--- config.mk ---
export PLATFORM = sky130hd
export DESIGN_NAME = uart_frame_rx_flat
export DESIGN_NICKNAME = d
export VERILOG_FILES = /design/src/rtl/uart_pkg.sv /design/src/rtl/uart_frame_rx_if.sv /design/src/rtl/uart_parity_acc.sv /design/src/rtl/uart_frame_rx.sv /design/src/flat_wrapper.sv
export SDC_FILE = /design/constraint.sdc
export NUM_CORES = 1
export LEC_CHECK = 0
export CAP_MARGIN = 25
export CORE_MARGIN = 2
export CORE_UTILIZATION = 55
export DETAILED_ROUTE_END_ITERATION = 8
export PLACE_DENSITY = 0.81
export SLEW_MARGIN = 20
export SYNTH_ARGS = -nofsm -noshare
export SYNTH_HDL_FRONTEND = slang
export SYNTH_SLANG_ARGS = --single-unit
--- constraint.sdc ---
create_clock -name clk -period 2.3 [get_ports clk]
set_input_delay 0.575 -clock clk [delete_from_list [all_inputs] [get_ports clk]]
set_output_delay 0.575 -clock clk [all_outputs]
set_load 0.05 [all_outputs]
--- src/rtl/uart_pkg.sv ---
// Shared types and constants for the serial frame receiver.
package uart_pkg;

  // Receiver FSM states.
  typedef enum logic [2:0] {
    BREAK  = 3'd0,
    IDLE   = 3'd1,
    DATA   = 3'd2,
    PARITY = 3'd3,
    STOP   = 3'd4,
    DONE   = 3'd5
  } state_t;

  // Parity scheme selectors.
  localparam int PAR_NONE = 0;
  localparam int PAR_EVEN = 1;
  localparam int PAR_ODD  = 2;

  // Width of the data-bit counter; enough for up to 16 data bits.
  localparam int BCW = 5;

endpackage

--- src/rtl/uart_frame_rx_if.sv ---
// Bundle of the serial line and the decoded-frame outputs.
//
// Strobe semantics: valid, parity_err and frame_err are single-cycle
// pulses with no back-pressure. A consumer must capture data and
// frame_count in the cycle a strobe is high; at most one strobe is high
// in any cycle. data holds its value between strobes.
interface uart_frame_rx_if #(
  parameter int DATA_BITS = 4,
  parameter int CNT_W     = 8
);
  import uart_pkg::*;

  logic                 signal;
  logic [DATA_BITS-1:0] data;
  logic                 valid;
  logic                 parity_err;
  logic                 frame_err;
  logic [CNT_W-1:0]     frame_count;
  state_t               state;       // debug view of the receiver FSM

  // Receiver side.
  modport master (
    input  signal,
    output data, valid, parity_err, frame_err, frame_count, state
  );

  // Line driver / register-block side.
  modport slave (
    output signal,
    input  data, valid, parity_err, frame_err, frame_count, state
  );
endinterface

--- src/rtl/uart_parity_acc.sv ---
// Running XOR over data and parity bits, with the pass flag for the
// configured parity scheme.
module uart_parity_acc
  import uart_pkg::*;
#(
  parameter int PARITY_MODE = PAR_EVEN
) (
  input  logic clk,
  input  logic reset,
  input  logic clr,
  input  logic en,
  input  logic bit_in,
  output logic ok
);

  logic acc;

  // Accumulate the XOR of every enabled bit; clear at each start bit.
  always_ff @(posedge clk or negedge reset) begin
    if (!reset) begin
      acc <= 1'b0;
    end else if (clr) begin
      acc <= 1'b0;
    end else if (en) begin
      acc <= acc ^ bit_in;
    end
  end

  // Even scheme passes on an even count of ones, odd on an odd count.
  always_comb begin
    ok = 1'b1;
    case (PARITY_MODE)
      PAR_EVEN: ok = ~acc;
      PAR_ODD:  ok = acc;
      default:  ok = 1'b1;
    endcase
  end

endmodule

--- src/rtl/uart_frame_rx.sv ---
// Serial frame receiver: one bit per clock, configurable data width,
// parity scheme and stop-bit count, with a good-frame counter.
module uart_frame_rx
  import uart_pkg::*;
#(
  parameter int DATA_BITS   = 4,
  parameter int PARITY_MODE = PAR_EVEN,
  parameter int STOP_BITS   = 1,
  parameter int CNT_W       = 8
) (
  input  logic           clk,
  input  logic           reset,
  uart_frame_rx_if.master bus
);

  if (DATA_BITS < 1 || DATA_BITS > 16 ||
      PARITY_MODE < PAR_NONE || PARITY_MODE > PAR_ODD ||
      STOP_BITS < 1 || STOP_BITS > 2) begin : g_param_check
    $error("uart_frame_rx: illegal DATA_BITS/PARITY_MODE/STOP_BITS");
  end

  state_t               state;
  logic [BCW-1:0]       bit_cnt;
  logic                 stop_cnt;
  logic [DATA_BITS-1:0] shreg;
  logic [DATA_BITS-1:0] data_q;
  logic                 valid_q;
  logic                 parity_err_q;
  logic                 frame_err_q;
  logic [CNT_W-1:0]     frame_count_q;

  logic acc_clr;
  logic acc_en;
  logic par_ok;

  // A start bit is accepted both from IDLE and directly from DONE.
  assign acc_clr = !bus.signal && (state == IDLE || state == DONE);
  assign acc_en  = (state == DATA) || (state == PARITY);

  uart_parity_acc #(
    .PARITY_MODE(PARITY_MODE)
  ) u_parity_acc (
    .clk   (clk),
    .reset (reset),
    .clr   (acc_clr),
    .en    (acc_en),
    .bit_in(bus.signal),
    .ok    (par_ok)
  );

  // Frame FSM with registered strobes, captured word and good-frame count.
  always_ff @(posedge clk or negedge reset) begin
    if (!reset) begin
      state         <= BREAK;
      bit_cnt       <= '0;
      stop_cnt      <= 1'b0;
      shreg         <= '0;
      data_q        <= '0;
      valid_q       <= 1'b0;
      parity_err_q  <= 1'b0;
      frame_err_q   <= 1'b0;
      frame_count_q <= '0;
    end else begin
      valid_q      <= 1'b0;
      parity_err_q <= 1'b0;
      frame_err_q  <= 1'b0;
      case (state)
        BREAK: begin
          if (bus.signal) state <= IDLE;
        end
        IDLE: begin
          if (!bus.signal) begin
            state   <= DATA;
            bit_cnt <= '0;
          end
        end
        DATA: begin
          for (int i = 0; i < DATA_BITS; i++) begin
            if (bit_cnt == BCW'(i)) shreg[i] <= bus.signal;
          end
          if (bit_cnt == BCW'(DATA_BITS - 1)) begin
            state    <= (PARITY_MODE != PAR_NONE) ? PARITY : STOP;
            stop_cnt <= 1'b0;
          end else begin
            bit_cnt <= bit_cnt + BCW'(1);
          end
        end
        PARITY: begin
          state    <= STOP;
          stop_cnt <= 1'b0;
        end
        STOP: begin
          if (!bus.signal) begin
            state       <= BREAK;
            frame_err_q <= 1'b1;
          end else if (stop_cnt == 1'(STOP_BITS - 1)) begin
            state  <= DONE;
            data_q <= shreg;
          end else begin
            stop_cnt <= 1'b1;
          end
        end
        DONE: begin
          valid_q      <= par_ok;
          parity_err_q <= !par_ok;
          if (par_ok) frame_count_q <= frame_count_q + CNT_W'(1);
          if (!bus.signal) begin
            state   <= DATA;
            bit_cnt <= '0;
          end else begin
            state <= IDLE;
          end
        end
        default: state <= BREAK;
      endcase
    end
  end

  assign bus.data        = data_q;
  assign bus.valid       = valid_q;
  assign bus.parity_err  = parity_err_q;
  assign bus.frame_err   = frame_err_q;
  assign bus.frame_count = frame_count_q;
  assign bus.state       = state;

endmodule

--- src/flat_wrapper.sv ---
// flat-port wrapper written by rule: the top's interface ports become plain ports
module uart_frame_rx_flat import uart_pkg::*;
#(
  parameter int DATA_BITS   = 4,
  parameter int PARITY_MODE = PAR_EVEN,
  parameter int STOP_BITS   = 1,
  parameter int CNT_W       = 8
)
  (clk, reset, bus_signal, bus_data, bus_valid, bus_parity_err, bus_frame_err, bus_frame_count, bus_state);
  uart_frame_rx_if #(.DATA_BITS(DATA_BITS), .CNT_W(CNT_W)) bus_i ();
  input  logic clk;
  input  logic reset;
  input wire logic [$bits(bus_i.signal)-1:0] bus_signal;
  output wire logic [$bits(bus_i.data)-1:0] bus_data;
  output wire logic [$bits(bus_i.valid)-1:0] bus_valid;
  output wire logic [$bits(bus_i.parity_err)-1:0] bus_parity_err;
  output wire logic [$bits(bus_i.frame_err)-1:0] bus_frame_err;
  output wire logic [$bits(bus_i.frame_count)-1:0] bus_frame_count;
  output wire logic [$bits(bus_i.state)-1:0] bus_state;
  assign bus_i.signal = bus_signal;
  assign bus_data = bus_i.data;
  assign bus_valid = bus_i.valid;
  assign bus_parity_err = bus_i.parity_err;
  assign bus_frame_err = bus_i.frame_err;
  assign bus_frame_count = bus_i.frame_count;
  assign bus_state = bus_i.state;
  uart_frame_rx #(.DATA_BITS(DATA_BITS), .PARITY_MODE(PARITY_MODE), .STOP_BITS(STOP_BITS), .CNT_W(CNT_W)) u_core (.clk(clk), .reset(reset), .bus(bus_i));
endmodule
==> metrics list <==
- Run status: finished clean
- In the final design database the tool counted 138 nets.
* Average via count per standard cell: 5.55
- Setup slack closes at ~0.087 ns.
- Number of buffers inserted by hold repair at cts: 0
- Areal power density over the cells: around 1200 mW/mm^2
- The kind of cell with the highest combined delay along the critical path is buffers and inverters.
- The number of global-route vias before repair came to 870.
* Number of H-tree levels: 1
- TritonCTS clock tree: built
* Minimum clock period: around 2.2 ns
- After the first detailed-routing iteration, the DRC count stood at 11.
- Warnings from Yosys: 0
- Final-report max-slew violation count: 0
* Post-route core utilization: 71.7%
- Setup_tns: 0 ns
- Area grow syn2layout: 24.5%
- After detailed routing, the total wire length is ~2200 um.
- Number of nets still failing antenna checks after routing: 0
* Path category of the worst min-delay check: register to register
* Syn Nets: 111
- The tightest hold path in the finished design has a slack of 0.508 ns.
* Number of standard-cell rows in the floorplan: 17
* Category of the worst setup path capture point: primary output
* Worst-Margin Slew: roughly 0.62 ns
* Layout cells sized above 1: around 16%
- Once the clock tree was built, the setup fixing pass inserted 0 buffers.
- The clock reaches the later pin of the worst-skew pair after 0.32 ns.
* Mean instance size in the synthesized netlist: 12.1 sq um
- In the final routed layout, each cell accounts on average for 14.3 um.
- Sinks on Clock Net: 28
- Data on the critical path is required at its endpoint by 1.73 ns.
- After filler insertion, the fill cell instance count of the layout stands at around 160.
* Final setup violation count: 0
- Number of antenna violations at the first check in global routing: 0
* Max-slew headroom at the worst pin: 58.4%
- Congestion Overflow GR: 0
* Total number of vias: 871
- Max stage delay cell, worst path: sky130_fd_sc_hd__clkdlybuf4s50_1
* Clock root buffer: sky130_fd_sc_hd__clkbuf_4
* Critical path startpoint category: register
- Starting density of the core: a little under three fifths
* Bufs and invs on worst path: 1
* Unique cell type count in the Yosys netlist: 30
- The clock passes through at most 2 buffers.
- The final count of hold timing violations is 0.
- Leaving out fill and tap cells, the most frequent cell in the layout is sky130_fd_sc_hd__dfrtp_1.
- Routability congestion estimate: about 0.7
- Peak fanout along the critical path: 7
- Max-cap violations in this run came to 0.
- The worst path uses between 90% and 100% of the clock period.
- I/O Buffers: 20
- Die span in y: 51.7 um
* Static leakage power: 0.000711 uW
- In this run, CTS created clock tree buffers numbering 3.
- In this run the cell area of the synthesized design comes to 0.00125 sq mm.
- For this run, the slowest stage of the critical path takes 0.84 ns.
- Static timing analysis puts the maximum clock frequency at 452 MHz.
- At the placement stage, the worst setup path has a slack of roughly 0.26 ns.
* Cell area after placement: between 0.0015 and 0.002 sq mm
- In this run the standard cell core region covers about 0.0022 sq mm.
- After detailed routing, the number of remaining DRC violations is 0.
* Flip-flop and latch count after synthesis: 28
- Pin placement for this block handled 21 I/O pins.
- GRT Total Usage: between 10% and 20%
- Post-route cell area: around 0.0016 sq mm
- In this run the horizontal extent of the chip is between 50 and 60 um.
- First-pass GRT wire length: approximately 3800 um
- Clock skew on the completed layout was measured at between 0.003 and 0.004 ns.
- Critical path cell sequence: clkdlybuf4s50_1
* Leading cell types in the layout, fill and taps excluded: 28 x sky130_fd_sc_hd__dfrtp_1, 19 x sky130_fd_sc_hd__clkdlybuf4s50_1, 9 x sky130_fd_sc_hd__mux2_2, 7 x sky130_fd_sc_hd__inv_1
* Cell count after synthesis: ~100
- Pin count of the biggest net entering global routing: 29
- Setup repair after global routing missed its margin: false
- Detailed placer's ending HPWL: 1630 um
- Count of TritonRoute iterations in the first routing pass: 4
- Part of the Yosys area used for sequential elements: 56.1%
- Data on the critical path arrives at its endpoint at approximately 1.6 ns.
- Crit Path Category: register to primary output
* Antenna Diode Count: 0
- The die covers 0.00267 sq mm.
- VDD sags by at most 0.937 mV.
* Clock slew at the register clock pins of the worst setup and hold paths: approximately 0.14 ns
- Flop-to-flop setup slack: about 0.56 ns
layer usage:
metal,track usage [%],part of all wire [%]
met5,0,0
met2,30.8,51
met3,3.16,3.1
met4,7.46,0.76
met1,26.4,45
flip-flops by register name (all words and copies together) (netlist names):
signal                   count
u_core.bus.frame_count       8
u_core.bus.state             3
u_core.bus.valid             1
u_core.bit_cnt               5
u_core.u_parity_acc.acc      1
u_core.shreg                 4
u_core.bus.frame_err         1
u_core.bus.parity_err        1
u_core.bus.data              4
Yosys cell counts:
library cell               count  area share, %
sky130_fd_sc_hd__xor2_1        1           0.70
sky130_fd_sc_hd__nor3b_1       1           0.60
sky130_fd_sc_hd__a21o_1        1           0.60
sky130_fd_sc_hd__and3_1        2            1.0
sky130_fd_sc_hd__nor4bb_1      1           0.80
sky130_fd_sc_hd__buf_2         2           0.80
sky130_fd_sc_hd__or3_1         1           0.50
sky130_fd_sc_hd__or4_1         1           0.60
sky130_fd_sc_hd__mux2_2        9            8.1
sky130_fd_sc_hd__buf_4         1           0.60
sky130_fd_sc_hd__mux2i_1       3            2.4
sky130_fd_sc_hd__nand4_1       5            2.5
sky130_fd_sc_hd__nand3_1       5            2.0
sky130_fd_sc_hd__a311oi_1      1           0.70
sky130_fd_sc_hd__nor4_1        1           0.50
sky130_fd_sc_hd__xnor2_1       6            4.2
sky130_fd_sc_hd__nand2b_1      1           0.50
sky130_fd_sc_hd__ha_1          5            5.0
sky130_fd_sc_hd__a21oi_1       5            2.0
sky130_fd_sc_hd__nor2b_1       1           0.50
sky130_fd_sc_hd__or3b_2        1           0.70
sky130_fd_sc_hd__nor4_2        1            1.0
sky130_fd_sc_hd__or3b_4        1           0.90
sky130_fd_sc_hd__nor3_1        1           0.40
sky130_fd_sc_hd__and4b_1       1           0.80
sky130_fd_sc_hd__nor2_1        1           0.30
sky130_fd_sc_hd__o21ai_0       3            1.2
sky130_fd_sc_hd__nand2_1       6            1.8
sky130_fd_sc_hd__inv_1         7            2.1
sky130_fd_sc_hd__dfrtp_1      28             56
where the power goes:
part	switching, uW	internal (uW)	leakage [uW]	total [uW]
sequential	139	634	0.000365	772
clock	136	176	0.0000279	312
combinational	505	319	0.000318	824
total	780	1130	0.000711	1910
cells by family (layout without fill, tap and decap cells):
family	Yosys count	after routing	share of synthesized area, %
xor+xnor	7	7	4.91
mux	12	12	10.5
fa+ha+maj	5	5	5.01
flops	28	28	56.1
compound gates	10	10	4.51
buf+inv	10	36	3.51
simple gates	31	31	15.4
metrics by stage:
step | power (uW) | std cells
after CTS | 1920 | 157
after global routing | 2010 | 157
after global placement | 1580 | 153
after floorplan | 1330 | 103
final | 1910 | 157
after detailed placement | 1610 | 153
path summary, 6_finish.rpt:
check / startpoint / endpoint / depth (start not counted)
min in group asynchronous: reset / u_core.bit_cnt[2] / 2
hold / removal: u_core.bus.frame_count[7] / u_core.bus.frame_count[7] / 1
hold reg to reg: u_core.bus.frame_count[7] / u_core.bus.frame_count[7] / 1
max in group asynchronous: reset / u_core.bus.data[1] / 2
setup / recovery: u_core.bus.state[2] / bus_state[2] / 1
setup reg to reg: u_core.bus.state[1] / u_core.shreg[3] / 3
what timing repair did:
item                       in CTS  in global routing
gates resized for setup         1                  0
hold endpoints to repair        0                  0
setup endpoints to repair       1                  0
area by class of cell:
cell class	count	area, sq um	share of cell area, %
sequential	28	701	45.1
multi-input combinational	65	504	32.4
timing repair buffer	25	236	15.2
tap	28	35.0	2.25
clock inverter	1	30.0	1.93
inverter	7	26.3	1.69
clock buffer	3	22.5	1.45
Power figures use the tool's default switching activity.
